[config.mk]
export PLATFORM = sky130hd
export DESIGN_NAME = cla_adder_scheduler
export DESIGN_NICKNAME = d
export VERILOG_FILES = /design/src/rtl/cla_sched_pkg.sv /design/src/rtl/carry_look_ahead_adder.sv /design/src/rtl/cla_adder_scheduler.sv
export SDC_FILE = /design/constraint.sdc
export NUM_CORES = 1
export LEC_CHECK = 0
export ABC_AREA = 1
export CAP_MARGIN = 30
export CORE_ASPECT_RATIO = 0.5
export CORE_MARGIN = 5
export CORE_UTILIZATION = 42
export CTS_BUF_LIST = sky130_fd_sc_hd__clkbuf_8 sky130_fd_sc_hd__clkbuf_16
export DETAILED_ROUTE_END_ITERATION = 7
export PLACE_DENSITY = 0.83
export SYNTH_ARGS = -nofsm -noshare
export SYNTH_HDL_FRONTEND = slang
export SYNTH_HIERARCHICAL = 1
export SYNTH_SLANG_ARGS = --single-unit
[constraint.sdc]
create_clock -name clk -period 4.05 [get_ports clk]
set_clock_uncertainty 0.05 [all_clocks]
set_input_delay 0.81 -clock clk [delete_from_list [all_inputs] [get_ports clk]]
set_output_delay 0.81 -clock clk [all_outputs]
set_load 0.01 [all_outputs]
[src/rtl/cla_sched_pkg.sv]
// rtl/cla_sched_pkg.sv - shared types, widths and round-robin pick for the CLA adder scheduler
package cla_sched_pkg;

    localparam int ADDER_W = 32;
    localparam int OP_W    = 64;
    localparam int MAX_REQ = 8;

    typedef enum logic [1:0] {
        IDLE = 2'd0,
        LO   = 2'd1,
        HI   = 2'd2,
        RESP = 2'd3
    } state_e;

    // First valid index strictly after last, wrapping modulo n; returns last when nothing is valid.
    function automatic logic [2:0] rr_pick(input logic [MAX_REQ-1:0] valid,
                                           input logic [2:0]         last,
                                           input int                 n);
        logic [2:0] pick;
        logic       found;
        int         idx;
        pick  = last;
        found = 1'b0;
        for (int i = 1; i <= MAX_REQ; i++) begin
            if (i <= n) begin
                idx = (int'(last) + i) % n;
                if (!found && valid[idx[2:0]]) begin
                    pick  = idx[2:0];
                    found = 1'b1;
                end
            end
        end
        return pick;
    endfunction

endpackage

[src/rtl/carry_look_ahead_adder.sv]
// rtl/carry_look_ahead_adder.sv - 32-bit adder, 4-bit look-ahead groups chained by group carry
module carry_look_ahead_adder
    import cla_sched_pkg::*;
(
    input  logic [ADDER_W-1:0] a,
    input  logic [ADDER_W-1:0] b,
    input  logic               cin,
    output logic [ADDER_W-1:0] sum,
    output logic               cout
);

    logic [ADDER_W-1:0] g;
    logic [ADDER_W-1:0] p;
    logic [ADDER_W:0]   c;

    always_comb begin
        g    = a & b;
        p    = a ^ b;
        c    = '0;
        c[0] = cin;
        for (int k = 0; k < ADDER_W / 4; k++) begin
            c[4*k+1] = g[4*k] | (p[4*k] & c[4*k]);
            c[4*k+2] = g[4*k+1] | (p[4*k+1] & g[4*k]) | (p[4*k+1] & p[4*k] & c[4*k]);
            c[4*k+3] = g[4*k+2] | (p[4*k+2] & g[4*k+1]) | (p[4*k+2] & p[4*k+1] & g[4*k])
                     | (p[4*k+2] & p[4*k+1] & p[4*k] & c[4*k]);
            c[4*k+4] = g[4*k+3] | (p[4*k+3] & g[4*k+2]) | (p[4*k+3] & p[4*k+2] & g[4*k+1])
                     | (p[4*k+3] & p[4*k+2] & p[4*k+1] & g[4*k])
                     | (p[4*k+3] & p[4*k+2] & p[4*k+1] & p[4*k] & c[4*k]);
        end
        sum  = p ^ c[ADDER_W-1:0];
        cout = c[ADDER_W];
    end

endmodule

[src/rtl/cla_adder_scheduler.sv]
// rtl/cla_adder_scheduler.sv - round-robin time-multiplexing of one 32-bit CLA among NREQ requesters
module cla_adder_scheduler
    import cla_sched_pkg::*;
#(
    parameter int NREQ = 4,
    parameter int IDW  = $clog2(NREQ)
) (
    input  logic                 clk,
    input  logic                 rst_n,
    input  logic [NREQ-1:0]      req_valid,
    output logic [NREQ-1:0]      req_ready,
    input  logic [NREQ*OP_W-1:0] req_a,
    input  logic [NREQ*OP_W-1:0] req_b,
    input  logic [NREQ-1:0]      req_cin,
    input  logic [NREQ-1:0]      req_wide,
    output logic                 rsp_valid,
    input  logic                 rsp_ready,
    output logic [IDW-1:0]       rsp_id,
    output logic [OP_W-1:0]      rsp_sum,
    output logic                 rsp_cout
);

    state_e               state_q, state_d;
    logic [IDW-1:0]       last_grant_q, last_grant_d;
    logic [OP_W-1:0]      a_q, a_d, b_q, b_d;
    logic                 cin_q, cin_d, wide_q, wide_d, carry_q, carry_d;
    logic [IDW-1:0]       id_q, id_d;
    logic [ADDER_W-1:0]   sum_lo_q, sum_lo_d;
    logic                 rsp_valid_q, rsp_valid_d, rsp_cout_q, rsp_cout_d;
    logic [IDW-1:0]       rsp_id_q, rsp_id_d;
    logic [OP_W-1:0]      rsp_sum_q, rsp_sum_d;

    logic [IDW-1:0]       grant;
    logic [NREQ-1:0]      ready_c;
    logic [ADDER_W-1:0]   add_a, add_b, add_sum;
    logic                 add_cin, add_cout;

    carry_look_ahead_adder u_adder (
        .a    (add_a),
        .b    (add_b),
        .cin  (add_cin),
        .sum  (add_sum),
        .cout (add_cout)
    );

    always_comb begin
        state_d      = state_q;
        last_grant_d = last_grant_q;
        a_d          = a_q;
        b_d          = b_q;
        cin_d        = cin_q;
        wide_d       = wide_q;
        id_d         = id_q;
        carry_d      = carry_q;
        sum_lo_d     = sum_lo_q;
        rsp_valid_d  = rsp_valid_q;
        rsp_id_d     = rsp_id_q;
        rsp_sum_d    = rsp_sum_q;
        rsp_cout_d   = rsp_cout_q;
        ready_c      = '0;
        add_a        = '0;
        add_b        = '0;
        add_cin      = 1'b0;
        grant        = IDW'(rr_pick(MAX_REQ'(req_valid), 3'(last_grant_q), NREQ));

        case (state_q)
            IDLE: begin
                if (|req_valid) begin
                    ready_c[grant] = 1'b1;
                    a_d            = req_a[int'(grant)*OP_W +: OP_W];
                    b_d            = req_b[int'(grant)*OP_W +: OP_W];
                    cin_d          = req_cin[grant];
                    wide_d         = req_wide[grant];
                    id_d           = grant;
                    last_grant_d   = grant;
                    state_d        = LO;
                end
            end
            LO: begin
                add_a    = a_q[ADDER_W-1:0];
                add_b    = b_q[ADDER_W-1:0];
                add_cin  = cin_q;
                sum_lo_d = add_sum;
                carry_d  = add_cout;
                if (wide_q) begin
                    state_d = HI;
                end else begin
                    rsp_valid_d = 1'b1;
                    rsp_id_d    = id_q;
                    rsp_sum_d   = {{(OP_W-ADDER_W){1'b0}}, add_sum};
                    rsp_cout_d  = add_cout;
                    state_d     = RESP;
                end
            end
            HI: begin
                add_a       = a_q[OP_W-1:ADDER_W];
                add_b       = b_q[OP_W-1:ADDER_W];
                add_cin     = carry_q;
                carry_d     = add_cout;
                rsp_valid_d = 1'b1;
                rsp_id_d    = id_q;
                rsp_sum_d   = {add_sum, sum_lo_q};
                rsp_cout_d  = add_cout;
                state_d     = RESP;
            end
            RESP: begin
                if (rsp_ready) begin
                    rsp_valid_d = 1'b0;
                    state_d     = IDLE;
                end
            end
            default: state_d = IDLE;
        endcase
    end

    // The reset gate keeps the accept strobe quiet while the async reset is held.
    assign req_ready = rst_n ? ready_c : '0;
    assign rsp_valid = rsp_valid_q;
    assign rsp_id    = rsp_id_q;
    assign rsp_sum   = rsp_sum_q;
    assign rsp_cout  = rsp_cout_q;

    always_ff @(posedge clk or negedge rst_n) begin
        if (!rst_n) begin
            state_q      <= IDLE;
            last_grant_q <= IDW'(NREQ - 1);
            a_q          <= '0;
            b_q          <= '0;
            cin_q        <= 1'b0;
            wide_q       <= 1'b0;
            id_q         <= '0;
            carry_q      <= 1'b0;
            sum_lo_q     <= '0;
            rsp_valid_q  <= 1'b0;
            rsp_id_q     <= '0;
            rsp_sum_q    <= '0;
            rsp_cout_q   <= 1'b0;
        end else begin
            state_q      <= state_d;
            last_grant_q <= last_grant_d;
            a_q          <= a_d;
            b_q          <= b_d;
            cin_q        <= cin_d;
            wide_q       <= wide_d;
            id_q         <= id_d;
            carry_q      <= carry_d;
            sum_lo_q     <= sum_lo_d;
            rsp_valid_q  <= rsp_valid_d;
            rsp_id_q     <= rsp_id_d;
            rsp_sum_q    <= rsp_sum_d;
            rsp_cout_q   <= rsp_cout_d;
        end
    end

endmodule
==> impl_metrics.yaml <==
setup_path:
  endpoint_kind: "flip-flop"
  critPathKind: "flip-flop to flip-flop"
  critPathMaxStageDelay_ns: 0.39
  path_common_cell: "nand2_4"
  crit_fanout: 44
  cpLargestDelayFamily: "adder cells"
  crit_start: "state_q[0]"
  crit_slowest_cell: "dfrtp_1"
  cp_data_arrival_time_ns: 4.26
  startpoint_type: "flip-flop"
  r2r_start: "state_q[0]"
  crit_buf_inv: 4
  critPathRequiredTime_ns: 4.40
clocking:
  numCtsBuffers: 21
  cts_max_level: 1
  cts_buffer_depth: 3
  tritoncts: "yes"
  clock-sinks: 237
  root_buffer: "clkbuf_16"
  cts.clk_slew.worst_paths_ns: 0.07
  clk_latency_ns: 0.52
logic_synthesis:
  yosysTopAreaCellShare_pct: 35.9
  yosys_warnings: 6
  synth_area_leader_cell: "dfrtp_1"
  synth-edff-count: 0
  synth_top_flop_cell: "dfrtp_1"
  syn_area_um2: 16400
  synth_area_leaders: "dfrtp_1 36%, nand3_1 25%, nand2_1 14%, a21oi_1 4.6%, ha_1 2.8%"
  synth-seq-area-share_pct: 36.2
  synth_common_cells: "834 x nand3_1, 631 x nand2_1, 235 x dfrtp_1, 150 x a21oi_1, 98 x clkbuf_1"
  synth_fp_nets: 2996
  synth_area_per_cell_um2: 6.75
  synth_cells: 2424
  synth_seq_cells: 237
  synth_cell_types: 34
  async_flop_share_pct: 100
  yosysMostFrequentCell: "nand3_1"
routing:
  drt-initial-drc-count: 2431
  ant_nets: 0
  routedWlPerCell_um: 21.7
  vias_per_cell: 5.73
  drc_errors: 0
  via_count: 19829
  met3_length_um: 7950
  routed_wl_um: 74900
  route.met2.wl_um: 34400
  dr.pass1.iters: 6
  top_layer: "met5"
  wl_met1_um: 30400
grt:
  grt_usage_pct: 33.0
  grt_overflow: 0
  grt_max_degree: 157
  grt_pass1_wl_um: 111000
  grt_pass1_vias: 18413
  antenna_found_initial: 5
floorplan:
  fp.dieH_um: 150
  die_w_um: 289
  io_pins: 599
  row_count: 51
  die_area_um2: 43300
  start_util_pct: 42.3
  coreArea_um2: 38700
cells_and_area:
  final_nets: 3483
  final_layout_size_suffix_gt1_share_pct: 5.50
  area_growth_pct: 45.3
  post-route-util_pct: 61.5
placed_design:
  dpl.hpwl_um: 56900
  gp_congestion: 0.993
  numPortBuffers: 598
sta:
  fmax_mhz: 256
  finalHoldViolCount: 0
  slew_violations: 0
  finalSetupViolations: 0
  period_needed_ns: 3.91
  slew_headroom_pct: 50.9
  totalNegativeSetupSlack_ns: 0
  worst_pin_slew_ns: 0.737
  hold_slack_ns: 0.0378
  period_share_pct: 96.6
  rsz0062_at_grt: "false"
power:
  power.density_nw_per_um2: 946
  p_total_uw: 22500
  ir_worst_vdd_v: 0.00214
  p_leak_uw: 0.0108
min_path:
  worstHoldPathType: "primary input to async pin"
run:
  max_cap_violations: 0
outcome:
  status: "completed"
[logic make-up after synthesis]
group                      after synthesis  share of synthesized area [%]
adders and majority gates               45                           3.81
AOI/OAI and AO/OA                      228                           7.07
and+or+nand+nor                       1582                           43.5
DFF                                    237                           36.2
buffers and inverters                  308                           8.09
xor gates and xnor gates                21                           1.12
muxes                                    3                          0.206
[layout make-up]
cell class                      count  area, µm²
Fill cell                        3460      14900
Multi-Input combinational cell   1879       9230
Timing Repair Buffer              674       6860
Sequential cell                   237       5930
Tap cell                          530        663
Clock buffer                       27        608
Inverter                           98        375
Clock inverter                     11        111
Antenna cell                        4       10.0
[per-stage QoR]
step	cells	setup slack (ns)	cell area [µm²]
after floorplan	2424	0.138	16400
after detailed placement	3415	0.144	23000
after global routing	3460	0.00755	23800
final	3460	0.138	23800
after CTS	3453	0.123	23700
after global placement	3414	0.233	22900
[report_power, final]
group | internal (µW) | switching (µW) | total [µW]
sequential | 3510 | 853 | 4360
combinational | 5420 | 10600 | 16000
clock | 1190 | 934 | 2130
total | 10100 | 12400 | 22500
[worst paths after layout]
kind / end / slack, ns / depth (start not counted)
worst max-delay path: rsp_sum[29] / 0.14 / 25
worst min-delay path: rsp_sum[25] / 0.04 / 1
worst max register to register: rsp_sum[29] / 0.14 / 25
worst min register to register: a_q[6] / 0.44 / 2
max in group asynchronous: b_q[48] / 2.57 / 3
min in group clk: a_q[6] / 0.44 / 2
[registers in the layout, indices dropped and copies added, names as in the netlist, 2 cells and up]
name	cells
a_q	64
b_q	64
id_q	2
last_grant_q	2
rsp_id	2
rsp_sum	64
state_q	2
sum_lo_q	32
[metal layers]
metal	vias to the layer above	GRT usage (%)
met2	1074	51.9
met5	-	0
met3	158	8.31
met4	2	6.98
li1	9128	-
met1	9467	46.3
[layout by cell type (no fill, tap or decap), types with 8 or more instances in the layout]
cell / count
nand2_2: 12
o21ai_0: 72
xor2_1: 15
ha_1: 33
inv_1: 94
clkdlybuf4s50_1: 597
dfrtp_1: 235
buf_4: 53
nand2_1: 630
buf_12: 19
nor2_1: 83
nand2_4: 12
clkbuf_16: 22
fa_1: 8
nand3_1: 832
a21oi_1: 148
[repair_timing]
action,in CTS,in global routing
gates resized for setup,0,10
buffers inserted,0,1
hold buffers,0,0
setup endpoints to repair,0,7
Note: power is estimated with default switching activity, not from simulation.
